**src/rtl/if_id_queue.sv**
```systemverilog
// IF/ID instruction queue: DEPTH-entry in-order buffer of {pc, instr} between fetch and decode.
// A push is visible one edge later; if_stall rises when full and is registered-only; flush empties everything.
module if_id_queue #(
  parameter int unsigned DEPTH    = 4,
  parameter logic [31:0] NOP_WORD = 32'h0000_0000
) (
  input  logic                     clk,
  input  logic                     reset,
  input  logic                     in_valid,
  input  logic [31:0]              in_pc,
  input  logic [31:0]              in_instr,
  output logic                     if_stall,
  input  logic                     flush,
  output logic                     out_valid,
  output logic [31:0]              out_pc,
  output logic [31:0]              out_pc8,
  output logic [31:0]              out_instr,
  input  logic                     out_ready,
  output logic [$clog2(DEPTH):0]   count
);

  localparam int unsigned AW = $clog2(DEPTH);
  localparam logic [AW:0] FULL = (AW+1)'(DEPTH);

  typedef struct packed {
    logic [31:0] pc;
    logic [31:0] instr;
  } entry_t;

  entry_t        mem_q [DEPTH];
  logic [AW-1:0] wr_ptr_q, wr_ptr_d;
  logic [AW-1:0] rd_ptr_q, rd_ptr_d;
  logic [AW:0]   count_q, count_d;
  logic          push, pop;
  entry_t        head;

  always_comb begin
    if_stall  = (count_q == FULL);
    out_valid = (count_q != '0);
    push      = in_valid & ~if_stall & ~flush;
    pop       = out_valid & out_ready & ~flush;

    wr_ptr_d = wr_ptr_q;
    rd_ptr_d = rd_ptr_q;
    count_d  = count_q;
    if (flush) begin
      wr_ptr_d = '0;
      rd_ptr_d = '0;
      count_d  = '0;
    end else begin
      if (push) wr_ptr_d = wr_ptr_q + 1'b1;
      if (pop)  rd_ptr_d = rd_ptr_q + 1'b1;
      case ({push, pop})
        2'b10:   count_d = count_q + 1'b1;
        2'b01:   count_d = count_q - 1'b1;
        default: count_d = count_q;
      endcase
    end
  end

  // Stale storage is masked whenever the queue is empty.
  always_comb begin
    head      = mem_q[rd_ptr_q];
    out_pc    = out_valid ? head.pc    : 32'h0;
    out_instr = out_valid ? head.instr : NOP_WORD;
    out_pc8   = out_pc + 32'd8;
    count     = count_q;
  end

  always_ff @(posedge clk or negedge reset) begin
    if (!reset) begin
      wr_ptr_q <= '0;
      rd_ptr_q <= '0;
      count_q  <= '0;
    end else begin
      wr_ptr_q <= wr_ptr_d;
      rd_ptr_q <= rd_ptr_d;
      count_q  <= count_d;
    end
  end

  always_ff @(posedge clk) begin
    if (push) mem_q[wr_ptr_q] <= '{pc: in_pc, instr: in_instr};
  end

endmodule

```
**config.mk**
```make
export PLATFORM = sky130hd
export DESIGN_NAME = if_id_queue
export DESIGN_NICKNAME = d
export VERILOG_FILES = /design/src/rtl/if_id_queue.sv
export SDC_FILE = /design/constraint.sdc
export NUM_CORES = 1
export LEC_CHECK = 0
export BUFFER_PORTS_ARGS = -buffer_cell sky130_fd_sc_hd__buf_2
export CORE_UTILIZATION = 40
export DETAILED_ROUTE_END_ITERATION = 10
export GPL_ROUTABILITY_DRIVEN = 0
export SLEW_MARGIN = 20
export SYNTH_ARGS = -nofsm -noshare
export SYNTH_HDL_FRONTEND = slang
export SYNTH_SLANG_ARGS = --single-unit
export TNS_END_PERCENT = 30
```
**constraint.sdc**
```tcl
create_clock -name clk -period 3.95 [get_ports clk]
set_input_delay 0.5925 -clock clk [delete_from_list [all_inputs] [get_ports clk]]
set_output_delay 0.5925 -clock clk [all_outputs]
set_load 0.005 [all_outputs]
```
Word-level counts from Yosys, hierarchy flattened
Memory sizes are Yosys's and may differ from the RTL's.
Cells that the tools add are included.

operators by class
  add/subtract/negate cells = 5
  multipliers = 0
  div/mod/pow operators = 0
  $lt $le $gt $ge = 0
  equality and inequality tests = 3
  shift-type cells = 0
  muxes and demuxes = 10
  bitwise gates (word level) = 6
  reduce and logical (&&, ||, !) cells = 4

operators with widths
  cell                   number
  $mux 32                2
  $add 32x4->32 const B  1
  $mux 2                 4
  $pmux 3 s2             1
  $reduce_bool 3->1      2
  $add 2x1->2 const B    2
  $and 1x1->1            4
  $reduce_bool 2->1      2
  $add 3x1->3 const B    1
  $eq 3x3->1 const B     1
  $mux 3                 1
  $sub 3x1->3 const B    1
  $eq 2x1->1 const B     1
  $eq 2x2->1 const B     1
  $mux 1                 2
  $not 1->1              2

word-level totals
  flip-flop bits (word level) = 7
  latch bits = 0
  memory bits (writable) = 256
  bits in read-only memories = 0
  memories kept = 1

memory list
  memory  words  width  read ports  clocked after Yosys merged registers in  wr ports  RTL line  text
  mem_q   4      64     1           0                                        1         30        entry_t mem_q [DEPTH];

Depth between registers and ports, before layout
Gate-level depths: netlist (run 1).

  depth in word-level cells = 7
  mapped depth = 12
  depth with buffers taken out = 10

Least setup slack after synthesis (run 1)
Ideal clock, no wire load.

  kind = register -> output
  start point = reg count_q[0] (netlist: count[0])
  end point = out out_pc8[31]
  arrival = 2.493 ns
  slack = 0.865 ns
  cell stages (with the launch flop) = 13
  buffers on the path = 3
  cells stage by stage = dfrtp_1 > nor3_1 > inv_1 > buf_6 > clkbuf_1 > and2_1 > ha_1 > nand3_1 > nand4bb_1 > buf_2 > nor4b_2 > nand4_1 > xnor2_1

on the way
  cells in the longest elaborated chain, start to end = 3

ends and longest elaborated chain
  item                    RTL line  text
  start, declared         33        logic [AW:0] count_q, count_d;
  start signal, assigned  78        count_q <= count_d;
  $reduce_bool 3->1       39        out_valid = (count_q != '0);
  net out_valid           14        output logic out_valid,
  $mux 32                 64        out_pc = out_valid ? head.pc : 32'h0;
  net out_pc[4]           15        output logic [31:0] out_pc,
  $add 32x4->32           66        out_pc8 = out_pc + 32'd8;
  end, declared           16        output logic [31:0] out_pc8,

The timed path passes the listed nets, and every way through them passes these cells.

Worst setup path after layout (run 1)
  start point = reg rd_ptr_q[0]
  end point = out out_pc8[31]

on the way
  cells in the longest elaborated chain, start to end = 3

ends and longest elaborated chain
  item                    RTL line  text
  start, declared         32        logic [AW-1:0] rd_ptr_q, rd_ptr_d;
  start signal, assigned  77        rd_ptr_q <= rd_ptr_d;
  $mem_v2 4x64            -
  $mux 32                 64
  $add 32x4->32           66

No other way between the ends.

==> results of run 1 <==
cell families (layout without fill, tap and decap cells):
| kind of cell | after synthesis | count (layout) |
|---|---|---|
| AOI/OAI and AO/OA | 10 | 10 |
| buffers and inverters | 38 | 230 |
| adders and majority gates | 6 | 6 |
| DFF | 263 | 263 |
| xor gates and xnor gates | 32 | 32 |
| and+or+nand+nor | 153 | 153 |
| muxes | 70 | 70 |
| other | 0 | 2 |
final cells by class:
type	instances	area (um2)
antenna	2	5.00
clock buffer	32	694
clock inverter	14	96.3
fill	2313	14000
inverter	6	23.8
multi-input combinational	271	2980
sequential	263	7870
tap	341	427
timing repair buffer	178	923
path summary, 6_finish.rpt:
| check | from | to | slack (ns) | cells past startpoint |
|---|---|---|---|---|
| worst min register to register | wr_ptr_q[1]$_DFFE_PN0P_ | wr_ptr_q[1]$_DFFE_PN0P_ | 0.61 | 2 |
| min in group asynchronous | reset | count[1]$_DFFE_PN0P_ | 0.44 | 2 |
| worst max-delay path | rd_ptr_q[0]$_DFFE_PN0P_ | out_pc8[31] | 0.24 | 10 |
| worst max register to register | count[0]$_DFFE_PN0P_ | count[2]$_DFFE_PN0P_ | 1.39 | 10 |
| worst min-delay path | in_instr[7] | mem_q[3][7]$_DFFE_PP_ | 0.28 | 1 |
| max in group asynchronous | reset | rd_ptr_q[0]$_DFFE_PN0P_ | 3.33 | 2 |
critical path, delay by kind of cell (launching register included):
kind	cells	cell delay (ns)
XOR/XNOR	1	0.14
buffers and inverters	2	0.24
adder cells (fa/ha/maj)	1	0.21
flip-flops	1	0.57
AND/OR/NAND/NOR	5	1.05
multiplexers	1	0.38
through the flow:
stage	hold WS [ns]	worst slack [ns]	util, %	total power [W]	area [um2]
2_1_floorplan	0.297	0.865	-	0.00535	11000
3_5_place_dp	0.438	0.404	45.0	0.00644	12200
5_1_grt	0.256	0.00401	48.2	0.00913	13000
3_3_place_gp	0.433	0.508	45.0	0.00640	12200
6_report	0.280	0.244	48.2	0.00864	13000
4_1_cts	0.256	0.0277	48.0	0.00876	13000
cells in the mapped netlist, types with 2 or more instances:
library cell	count
o21ai_0	3
buf_4	3
nor4_2	2
nor2_1	17
and2_1	73
o211ai_1	3
nand4_1	5
buf_2	8
edfxtp_1	256
ha_1	5
buf_6	6
xnor2_1	22
mux2i_1	3
buf_12	2
clkbuf_1	9
and3_1	2
nand3_1	14
xor2_1	10
dfrtp_1	7
nand2b_1	2
inv_1	6
nand2_1	22
buf_1	2
mux4_2	55
mux4_1	12
routing by layer:
layer | up-vias | GRT usage, % | share of wire [%]
met5 | - | 0 | 0.059
met4 | 2 | 3.52 | 1.4
met3 | 33 | 4.02 | 6.9
met2 | 185 | 27.2 | 50
met1 | 2893 | 20.6 | 42
li1 | 2612 | - | -
sequential cells by signal, indices dropped and copies added (netlist names):
name,flops
mem_q,256
count,3
wr_ptr_q,2
rd_ptr_q,2
power groups by stage:
stage / Clock, W / Sequential, W / Combinational, W
6_report: 0.00228 / 0.00339 / 0.00297
2_1_floorplan: 0 / 0.00339 / 0.00196
3_3_place_gp: 0 / 0.00342 / 0.00298
3_5_place_dp: 0 / 0.00344 / 0.00300
4_1_cts: 0.00235 / 0.00338 / 0.00302
5_1_grt: 0.00244 / 0.00340 / 0.00329
repair_timing:
action                                  CTS  global route
hold buffers                              1             0
pin swaps                                 0             2
gates resized for setup                   4             7
endpoints found under the hold margin     7             0
endpoints found under the setup margin    7            15
==> results.md, run 1 <==
* Yosys reg bits at 263
* Setup TNS at 0 ns
* Post-synthesis mux area share at ~14%
* FP Rows at 60
* Initial antenna violation count at 4
* Core Area at 0.0270 mm2
* Clock Latency Late Sink at 0.52 ns
* Dominant synthesized flop cell: edfxtp_1
* Sequential share of power at 39.2%
* Crit Path Category: register to output port
* CTS tree: built
* Leak Pwr at 4.61 nW
* Final Hold Vio Count at 0
* CP startpoint kind: register
* Sw frac at 30.3%
* Psw at between 0.002 and 0.003 W
* Setup violators final at 0
* Comb pwr share at 34.4%
* Status: finished clean
* Synthesized area per cell at between 15 and 20 um2
* Die width at about 170 um
* Die height at around 170 um
* Slowest CP cell: dfrtp_4
* Critical path peak fanout at 11
* Dpl hpwl at 14000 um
* Most common cell after layout, fill and taps aside: edfxtp_1
* Max Cap Viol at 0
* Synth area leader: edfxtp_1
* Fin crit share at 93.8%
* F_max at ~270 MHz
* Number of synthesized flops with an enable pin at 256
* Critical path required time at 3.36 ns
* GR Overflow Total at 0
* Vias in the first global route at 6072
* Initial Util at 40.9%
* Iteration-0 DRC Markers at ~230
* Clock Pin Slew Worst Setup and Hold Paths at 0.06 ns
* Wire length per cell at 20.0 um
* Synth Area in Simple Gates at 8.24%
* Number of port buffers at between 150 and 200
* Share of post-route cells with drive strength above 1 at 38.4%
* Area share of the largest cell type after synthesis at 69.6%
* Routed Wire Length at ~22000 um
* Critical path arrival at around 3.1 ns
* Total global-route track usage at 15.9%
* Placed cells at 1058
* First-pass iteration count of the detailed router at 4
* RSZ-0062 raised after global routing: false
* Synthesized area at 0.0110 mm2
* Via count at 5725
* Final-stage net count at 822
* Inserted Clock Buffers at 27
* Crit path cell chain: mux4_2, nand2_1, inv_1, ha_1, nand3_2, nand4bb_4, nor4b_4, nand4_1, xnor2_1, buf_2
* IO Pins at 170
* Asr flop ratio synth at 2.66%
* Via density at a little over 5
* HP Class: primary input to register
* Crit. End Element: output port
* Syn. warnings at 0
* Internal at ~0.006 W
* Mapped Nets at 647
* Count of non-filler cells in the finished layout at 1107
* Syn Inst Count at 572
* Area of the die at 0.0283 mm2
* Layout Skew at 0.0123 ns
* Clock sink count at roughly 260
* Post-route ant nets at 0
* Most frequent cells in the layout: edfxtp_1, buf_2, and2_1
* Synth Area in XOR/XNOR at around 2.5%
* Clock power share at 26.4%
* Max rail drop VDD at between 0.0003 and 0.0004 V
* H-tree depth at 1
* Largest family of logic cells by synthesized area: multiplexers
* Rel. slew slack at 31.5%
* First-pass GRT wire length at 34400 um
* Setup bufs post-CTS at 0
* Layout area overhead at 17.8%
* Root Driver: clkbuf_16
* Cell Pwr Density at 663 mW/mm2
* DRC at 0
* Clk buf depth at 3
* Post-synthesis compound-gate area fraction at less than 1%
* Max incr delay on CP at roughly 0.57 ns
* Pin count of the biggest net entering global routing at 65
* Worst slew pin tran at 1.03 ns
* Area contributors post-synth: edfxtp_1, mux4_2, and2_1, mux4_1, xnor2_1
* Pins over their slew limit at 0
* Fin crit period at 3.71 ns
* Library cells used by synthesis at 48
* Sequential element share of the synthesized area at 71.2%
* Adder-Cell Fraction of Synth Area at 0.747%
(Power assumes the default switching activity.)
==> run 2, diff against run 1 <==
==> constraint.sdc (replaced) <==
create_clock -name clk -period 3.14 [get_ports clk]
set_input_delay 0.471 -clock clk [delete_from_list [all_inputs] [get_ports clk]]
set_output_delay 0.471 -clock clk [all_outputs]
set_load 0.005 [all_outputs]
==> run 2 against run 1 <==
  * The flow now finishes with violations (negative setup slack)
  * Sequential cell count stayed put
  * Via count is 2.1% higher
  * Hold slack got worse by 0.13 ns
  * Global-route usage increased by 0.43 points
  * Sequential share of layout area shrank 1.7 points
  * Routed wire length is 2.5% higher
  * Clock power rose by 29%
  * Register-to-register slack got worse by 0.55 ns
  * Critical path type unchanged
  * Critical endpoint is now out_pc8[27]
  * Largest power group unchanged
  * Highest routed layer unchanged
==> results.md, run 2 (same netlist as run 1, synthesis figures left out) <==
* Status: finished, violations left (was finished clean)
* Violated checks: negative setup slack
* Via density at 5.13 (was 5.17)
* Crit path cell chain: mux4_2, and2_4, ha_4, nand3_1, nand4bb_1, buf_6, nor3_4, buf_6, o2111ai_2, xnor2_1, buf_2 (was mux4_2, nand2_1, inv_1, ha_1, nand3_2, nand4bb_4, nor4b_4, nand4_1, xnor2_1, buf_2)
* Die width at 168 um (unchanged)
* Clk buf depth at 3 (unchanged)
* H-tree depth at 1 (unchanged)
* Dpl hpwl at 14900 um (was 14000 um)
* Max rail drop VDD at 0.000516 V (was 0.000389 V)
* Most frequent cells in the layout: edfxtp_1, buf_2, and2_1 (unchanged)
* Fin crit share at 108%
* Pins over their slew limit at 0 (unchanged)
* Clock sink count at 263 (unchanged)
* Crit Path Category: register to output port (unchanged)
* Pin count of the biggest net entering global routing at 45 (was 65)
* Die height at 168 um (unchanged)
* Layout area overhead at 21.2% (was 17.8%)
* Layout Skew at 0.0184 ns (was 0.0123 ns)
* Hold path depth at 1 (unchanged)
* Max FFs per register at 256 (unchanged)
* Count of non-filler cells in the finished layout at 1139 (was 1107)
* Routed Wire Length at 22700 um (was 22200 um)
* Hold Path Origin: in_instr[14] (was in_instr[7])
* Fillcell total at 2295 (was 2313)
* Area of the die at 0.0283 mm2 (unchanged)
* R2R Setup Slk at 0.84 ns (was 1.39 ns)
* Initial antenna violation count at 3 (was 4)
* Most flops, register: mem_q (unchanged)
* Rel. slew slack at 44.8% (was 31.5%)
* CP startpoint kind: register (unchanged)
* Vias in the first global route at 6322 (was 6072)
* Post-route ant nets at 0 (unchanged)
* DRC at 0 (unchanged)
* Core Util, Final at 49.5% (was 48.2%)
* Pwr Total at 0.0112 W (was 0.00864 W)
* Worst slew pin tran at 0.823 ns (was 1.03 ns)
* Critical path peak fanout at 6 (was 11)
* Multi-input logic area at 0.00300 mm2 (was 0.00298 mm2)
* FF-to-FF path depth at 9 (was 10)
* FP Rows at 60 (unchanged)
* Via count at 5846 (was 5725)
* Crit. End Element: output port (unchanged)
* Root Driver: clkbuf_16 (unchanged)
* Max Cap Viol at 0 (unchanged)
* Critical path arrival at 2.92 ns (was 3.11 ns)
* Fin crit period at ~3.4 ns
* Core Area at 0.0270 mm2 (unchanged)
* CTS tree: built (unchanged)
* Cell Pwr Density at 839 mW/mm2 (was 663 mW/mm2)
* First-pass iteration count of the detailed router at 4 (unchanged)
* Inserted Clock Buffers at 27 (unchanged)
* Critical path required time at 2.67 ns (was 3.36 ns)
* Final Hold Vio Count at 0 (unchanged)
* Setup WS pre-CTS at 0.0572 ns (was 0.404 ns)
* Finished Cell Area at 0.0134 mm2 (was 0.0130 mm2)
* Total global-route track usage at 16.4% (was 15.9%)
* Iteration-0 DRC Markers at 303 (was 225)
* GR Overflow Total at 0 (unchanged)
* Clock Latency Late Sink at 0.54 ns (was 0.52 ns)
* HP Class: primary input to register (unchanged)
* Share of post-route cells with drive strength above 1 at 41.8% (was 38.4%)
* Leak Pwr at 4.76 nW (was 4.61 nW)
* F_max at approximately 290 MHz
* Cell mode on critical path: buf_6
* Most common cell after layout, fill and taps aside: edfxtp_1 (unchanged)
* Slowest CP cell: dfrtp_4 (unchanged)
* Worst setup margin at -0.255 ns (was 0.244 ns)
* Number of port buffers at 169 (unchanged)
* Final-stage net count at 850 (was 822)
* FF-to-FF End: count[2]$_DFFE_PN0P_ (unchanged)
* Wire length per cell at 20.0 um (about the same)
* Clock Pin Slew Worst Setup and Hold Paths at 0.06 ns (about the same)
* Storage cell area at 0.00787 mm2 (about the same)
* Initial Util at 40.9% (unchanged)
* First-pass GRT wire length at 35500 um (was 34400 um)
* Dpl cell area at 0.0124 mm2 (was 0.0122 mm2)
* Worst Hold End: mem_q[0][14]$_DFFE_PP_ (was mem_q[3][7]$_DFFE_PP_)
* RR Startpoint: count[1]$_DFFE_PN0P_ (was count[0]$_DFFE_PN0P_)
* Placed cells at 1074 (was 1058)
* RSZ-0062 raised after global routing: true (was false)
* IO Pins at 170 (unchanged)
* Max incr delay on CP at 0.51 ns (was 0.57 ns)
* Setup violators final at 16 (was 0)
run 2: changes by cell type in the layout (fill, tap and decap cells not counted), moves of 3 or more:
cell and delta:
buf_12 +8, clkinv_2 -5, buf_6 +3, clkbuf_1 +4, mux4_1 -6, buf_4 +16
mux4_2 +6
run 2: layout make-up:
class	instances	area share [%]
timing repair buffer	206	9.36
clock inverter	14	0.738
inverter	6	0.168
tap	341	3.19
antenna	2	0.0374
clock buffer	36	5.30
multi-input combinational	271	22.4
sequential	263	58.8
run 2: timing repair:
action | 4_1_cts | 5_1_grt
buffers inserted | 10 | 2
endpoints found under the hold margin | 7 | 0
cloned | 0 | 0
gates resized for setup | 28 | 6
endpoints found under the setup margin | 19 | 20
hold buffers | 1 | 0
pin swaps | 12 | 6
run 2: where the power goes:
| group | switching [W] | total (W) | internal [W] | leakage [nW] |
|---|---|---|---|---|
| clock | 0.00126 | 0.00293 | 0.00167 | 0.384 |
| combinational | 0.00206 | 0.00408 | 0.00202 | 1.96 |
| sequential | 0.0000935 | 0.00422 | 0.00413 | 2.41 |
| total | 0.00342 | 0.0112 | 0.00781 | 4.76 |
run 2: worst max-delay path: cells and delay by family, from the launching register on:
kind / cells / cell delay [ns]
AND/OR/NAND/NOR: 4 / 0.64
flip-flops: 1 / 0.51
buffers and inverters: 3 / 0.44
multiplexers: 1 / 0.39
XOR/XNOR: 1 / 0.18
adder cells (fa/ha/maj): 1 / 0.13
AO/OA/AOI/OAI: 1 / 0.10
run 2: layer usage:
metal / track usage [%] / vias up / share of wire (%)
li1: - / 2659 / -
met1: 20.4 / 2974 / 42
met2: 28.4 / 181 / 49
met3: 4.65 / 30 / 7.0
met4: 3.60 / 2 / 1.6
met5: 0 / - / 0.048
run 2: worst max-delay path by stage:
stage	slack, ns	to	start	cells past startpoint
global route	-0.41	out_pc8[22]	rd_ptr_q[0]$_DFFE_PN0P_	9
CTS	-0.28	out_pc8[19]	rd_ptr_q[0]$_DFFE_PN0P_	11
finish	-0.25	out_pc8[27]	rd_ptr_q[0]$_DFFE_PN0P_	11
global placement	0.14	out_pc8[27]	rd_ptr_q[0]$_DFFE_PN0P_	10
floorplan	0.18	out_pc8[31]	count[0]$_DFFE_PN0P_	12
detailed placement	0.06	out_pc8[27]	rd_ptr_q[0]$_DFFE_PN0P_	10
run 2: stage by stage:
stage	hold WS, ns	TNS (ns)
detailed placement	0.327	0
floorplan	0.175	0
global placement	0.316	0
CTS	0.118	-3.48
finish	0.147	-2.44
global route	0.125	-5.21
==> run 3, diff against run 2 <==
--- a/config.mk
+++ b/config.mk
@@ -6,6 +6,7 @@
 export NUM_CORES = 1
 export LEC_CHECK = 0
 export BUFFER_PORTS_ARGS = -buffer_cell sky130_fd_sc_hd__buf_2
+export CORE_ASPECT_RATIO = 2
 export CORE_UTILIZATION = 40
 export DETAILED_ROUTE_END_ITERATION = 10
 export GPL_ROUTABILITY_DRIVEN = 0
==> run 3 against run 2 <==
  * The run still ends with negative setup slack left
  * First-iteration DRC count decreased by 5.6%
  * Critical path depth decreased by 1
  * Clock skew decreased by 0.0049 ns
  * Hold slack improved by 0.015 ns
  * Clock-buffer cell count decreased by 8
  * Combinational power increased by 4%
  * Sequential share of layout area decreased by 0.26 points
  * Power increased by 0.99%
==> results.md, run 3 (same netlist as run 1, synthesis figures left out) <==
* HP Class: primary input to register (unchanged)
* FF-to-FF path depth at 10 (was 9)
* Setup WS pre-CTS at 0.00446 ns (was 0.0572 ns)
* Share of post-route cells with drive strength above 1 at 42.7% (was 41.8%)
* Worst slew pin tran at 0.868 ns (was 0.823 ns)
* Pins over their slew limit at 0 (unchanged)
* Fin crit period at 3.36 ns (was 3.39 ns)
* RSZ-0062 raised after global routing: true (unchanged)
* Cell Pwr Density at 844 mW/mm2 (was 839 mW/mm2)
* Max Cap Viol at 0 (unchanged)
* CP startpoint kind: register (unchanged)
* Max FFs per register at 256 (unchanged)
* Setup TNS at -2.12 ns (was -2.44 ns)
* Worst setup margin at -0.218 ns (was -0.255 ns)
* Initial Util at 40.9% (about the same)
* Worst Setup SP: rd_ptr_q[0]$_DFFE_PN0P_ (unchanged)
* Most flops, register: mem_q (unchanged)
* R2R Setup Slk at 0.82 ns (was 0.84 ns)
* Clk buf depth at 3 (unchanged)
* RR Startpoint: count[1]$_DFFE_PN0P_ (unchanged)
* Clock sink count at 263 (unchanged)
* Die height at 237 um (was 168 um)
* Number of port buffers at 169 (unchanged)
* Via count at 5878 (was 5846)
* Post-route ant nets at 0 (unchanged)
* Area of the die at 0.0283 mm2 (about the same)
* Setup violators final at 16 (unchanged)
* Worst setup endpoint: out_pc8[31] (was out_pc8[27])
* Count of non-filler cells in the finished layout at 1143 (was 1139)
* Die width at 120 um (was 168 um)
* DRC at 0 (unchanged)
* Core Area at 0.0270 mm2 (about the same)
* Rel. slew slack at 41.8% (was 44.8%)
* F_max at 298 MHz (was 295 MHz)
* Initial antenna violation count at 5 (was 3)
* Dpl hpwl at 16600 um (was 14900 um)
* Crit path cell chain: mux4_2, nand2_2, inv_2, ha_4, nand3_4, nand4bb_4, nor4b_4, nand4_1, xnor2_1, buf_2 (was mux4_2, and2_4, ha_4, nand3_1, nand4bb_1, buf_6, nor3_4, buf_6, o2111ai_2, xnor2_1, buf_2)
* Max incr delay on CP at 0.53 ns (was 0.51 ns)
* Crit Path Category: register to output port (unchanged)
* H-tree depth at 1 (unchanged)
* FP Rows at 85 (was 60)
* Inserted Clock Buffers at 24 (was 27)
* Vias in the first global route at 6443 (was 6322)
* Layout area overhead at 21.7% (was 21.2%)
* Status: finished, violations left (unchanged)
* Layout Skew at 0.0135 ns (was 0.0184 ns)
* Crit. End Element: output port (unchanged)
* GR Overflow Total at 0 (unchanged)
* Slowest CP cell: dfrtp_4 (unchanged)
* Hold path depth at 1 (unchanged)
* Iteration-0 DRC Markers at 286 (was 303)
* Most common cell after layout, fill and taps aside: edfxtp_1 (unchanged)
* Fin crit share at 107% (was 108%)
* Pin count of the biggest net entering global routing at 35 (was 45)
* Core Util, Final at 49.8% (was 49.5%)
* Root Driver: clkbuf_16 (unchanged)
* Violated checks: negative setup slack (unchanged)
* Clock Pin Slew Worst Setup and Hold Paths at 0.07 ns (was 0.06 ns)
* Clock Latency Late Sink at 0.52 ns (was 0.54 ns)
* Max rail drop VDD at 0.000432 V (was 0.000516 V)
* Placed cells at 1080 (was 1074)
* First-pass iteration count of the detailed router at 4 (unchanged)
* Via density at 5.14 (was 5.13)
* First-pass GRT wire length at 37600 um (was 35500 um)
* Routed Wire Length at 24700 um (was 22700 um)
* Total global-route track usage at 17.9% (was 16.4%)
* Critical path arrival at 2.89 ns (was 2.92 ns)
* Critical path peak fanout at 6 (unchanged)
* Leak Pwr at 4.80 nW (was 4.76 nW)
* CTS tree: built (unchanged)
* IO Pins at 170 (unchanged)
* Critical path required time at 2.67 ns (about the same)
* Most frequent cells in the layout: edfxtp_1, buf_2, and2_1 (unchanged)
* Wire length per cell at 21.7 um (was 20.0 um)
* Final Hold Vio Count at 0 (unchanged)
* Final-stage net count at 850 (unchanged)
* FF-to-FF End: count[2]$_DFFE_PN0P_ (unchanged)
## run 3: cell types whose count changed in the layout (fill, tap and decap cells not counted), sizes merged
| cell | delta |
|---|---|
| buf | +2 |
| bufbuf | +1 |
| bufinv | +1 |
| clkbuf | -8 |
| clkinvlp | -2 |
| diode | +1 |
| inv | +2 |
## run 3: worst min path at each step
stage / from / endpoint
global placement: reset / count[1]$_DFFE_PN0P_
floorplan: reset / count[0]$_DFFE_PN0P_
global route: in_instr[8] / mem_q[1][8]$_DFFE_PP_
CTS: in_pc[20] / mem_q[1][52]$_DFFE_PP_
finish: in_instr[8] / mem_q[1][8]$_DFFE_PP_
detailed placement: reset / count[0]$_DFFE_PN0P_
## run 3: report_power, final
part           internal (W)  leakage [nW]  switching, W
sequential          0.00412          2.41     0.0000971
combinational       0.00207          2.00       0.00219
clock               0.00163         0.379       0.00124
total               0.00782          4.80       0.00352
## run 3: metrics by stage
step / power, W / hold slack [ns] / area (um2)
final: 0.0113 / 0.162 / 13400
after CTS: 0.0114 / 0.139 / 13400
after floorplan: 0.00673 / 0.175 / 11000
after global placement: 0.00821 / 0.329 / 12400
after global routing: 0.0119 / 0.150 / 13400
after detailed placement: 0.00828 / 0.327 / 12400
## run 3: final cells by class
class                           instances  area [um2]
Tap cell                              348         435
Fill cell                            2283       13600
Multi-Input combinational cell        271        3050
Clock buffer                           28         637
Clock inverter                         15         135
Inverter                                6        22.5
Sequential cell                       263        7870
Antenna cell                            3        7.51
Timing Repair Buffer                  209        1280
## run 3: timing repair
| action | CTS | global route |
|---|---|---|
| buffers inserted | 13 | 2 |
| resized for setup | 32 | 6 |
| cloned | 1 | 0 |
| hold buffers | 1 | 0 |
| setup endpoints to repair | 21 | 23 |
| pin swaps | 11 | 10 |
| hold endpoints to repair | 7 | 0 |
## run 3: per-layer routing
layer | track usage, % | up-vias | wire, um
li1 | - | 2660 | -
met1 | 19.1 | 3014 | 9120
met2 | 35.3 | 178 | 14200
met3 | 2.65 | 22 | 959
met4 | 5.42 | 4 | 403
met5 | 0 | - | 18
## run 3: worst max-delay path, delay by kind of cell, from the launching register on
| family | cells | cell delay, ns |
|---|---|---|
| flops | 1 | 0.53 |
| fa+ha+maj | 1 | 0.16 |
| xor+xnor | 1 | 0.16 |
| mux | 1 | 0.37 |
| simple gates | 5 | 0.93 |
| buf+inv | 2 | 0.23 |
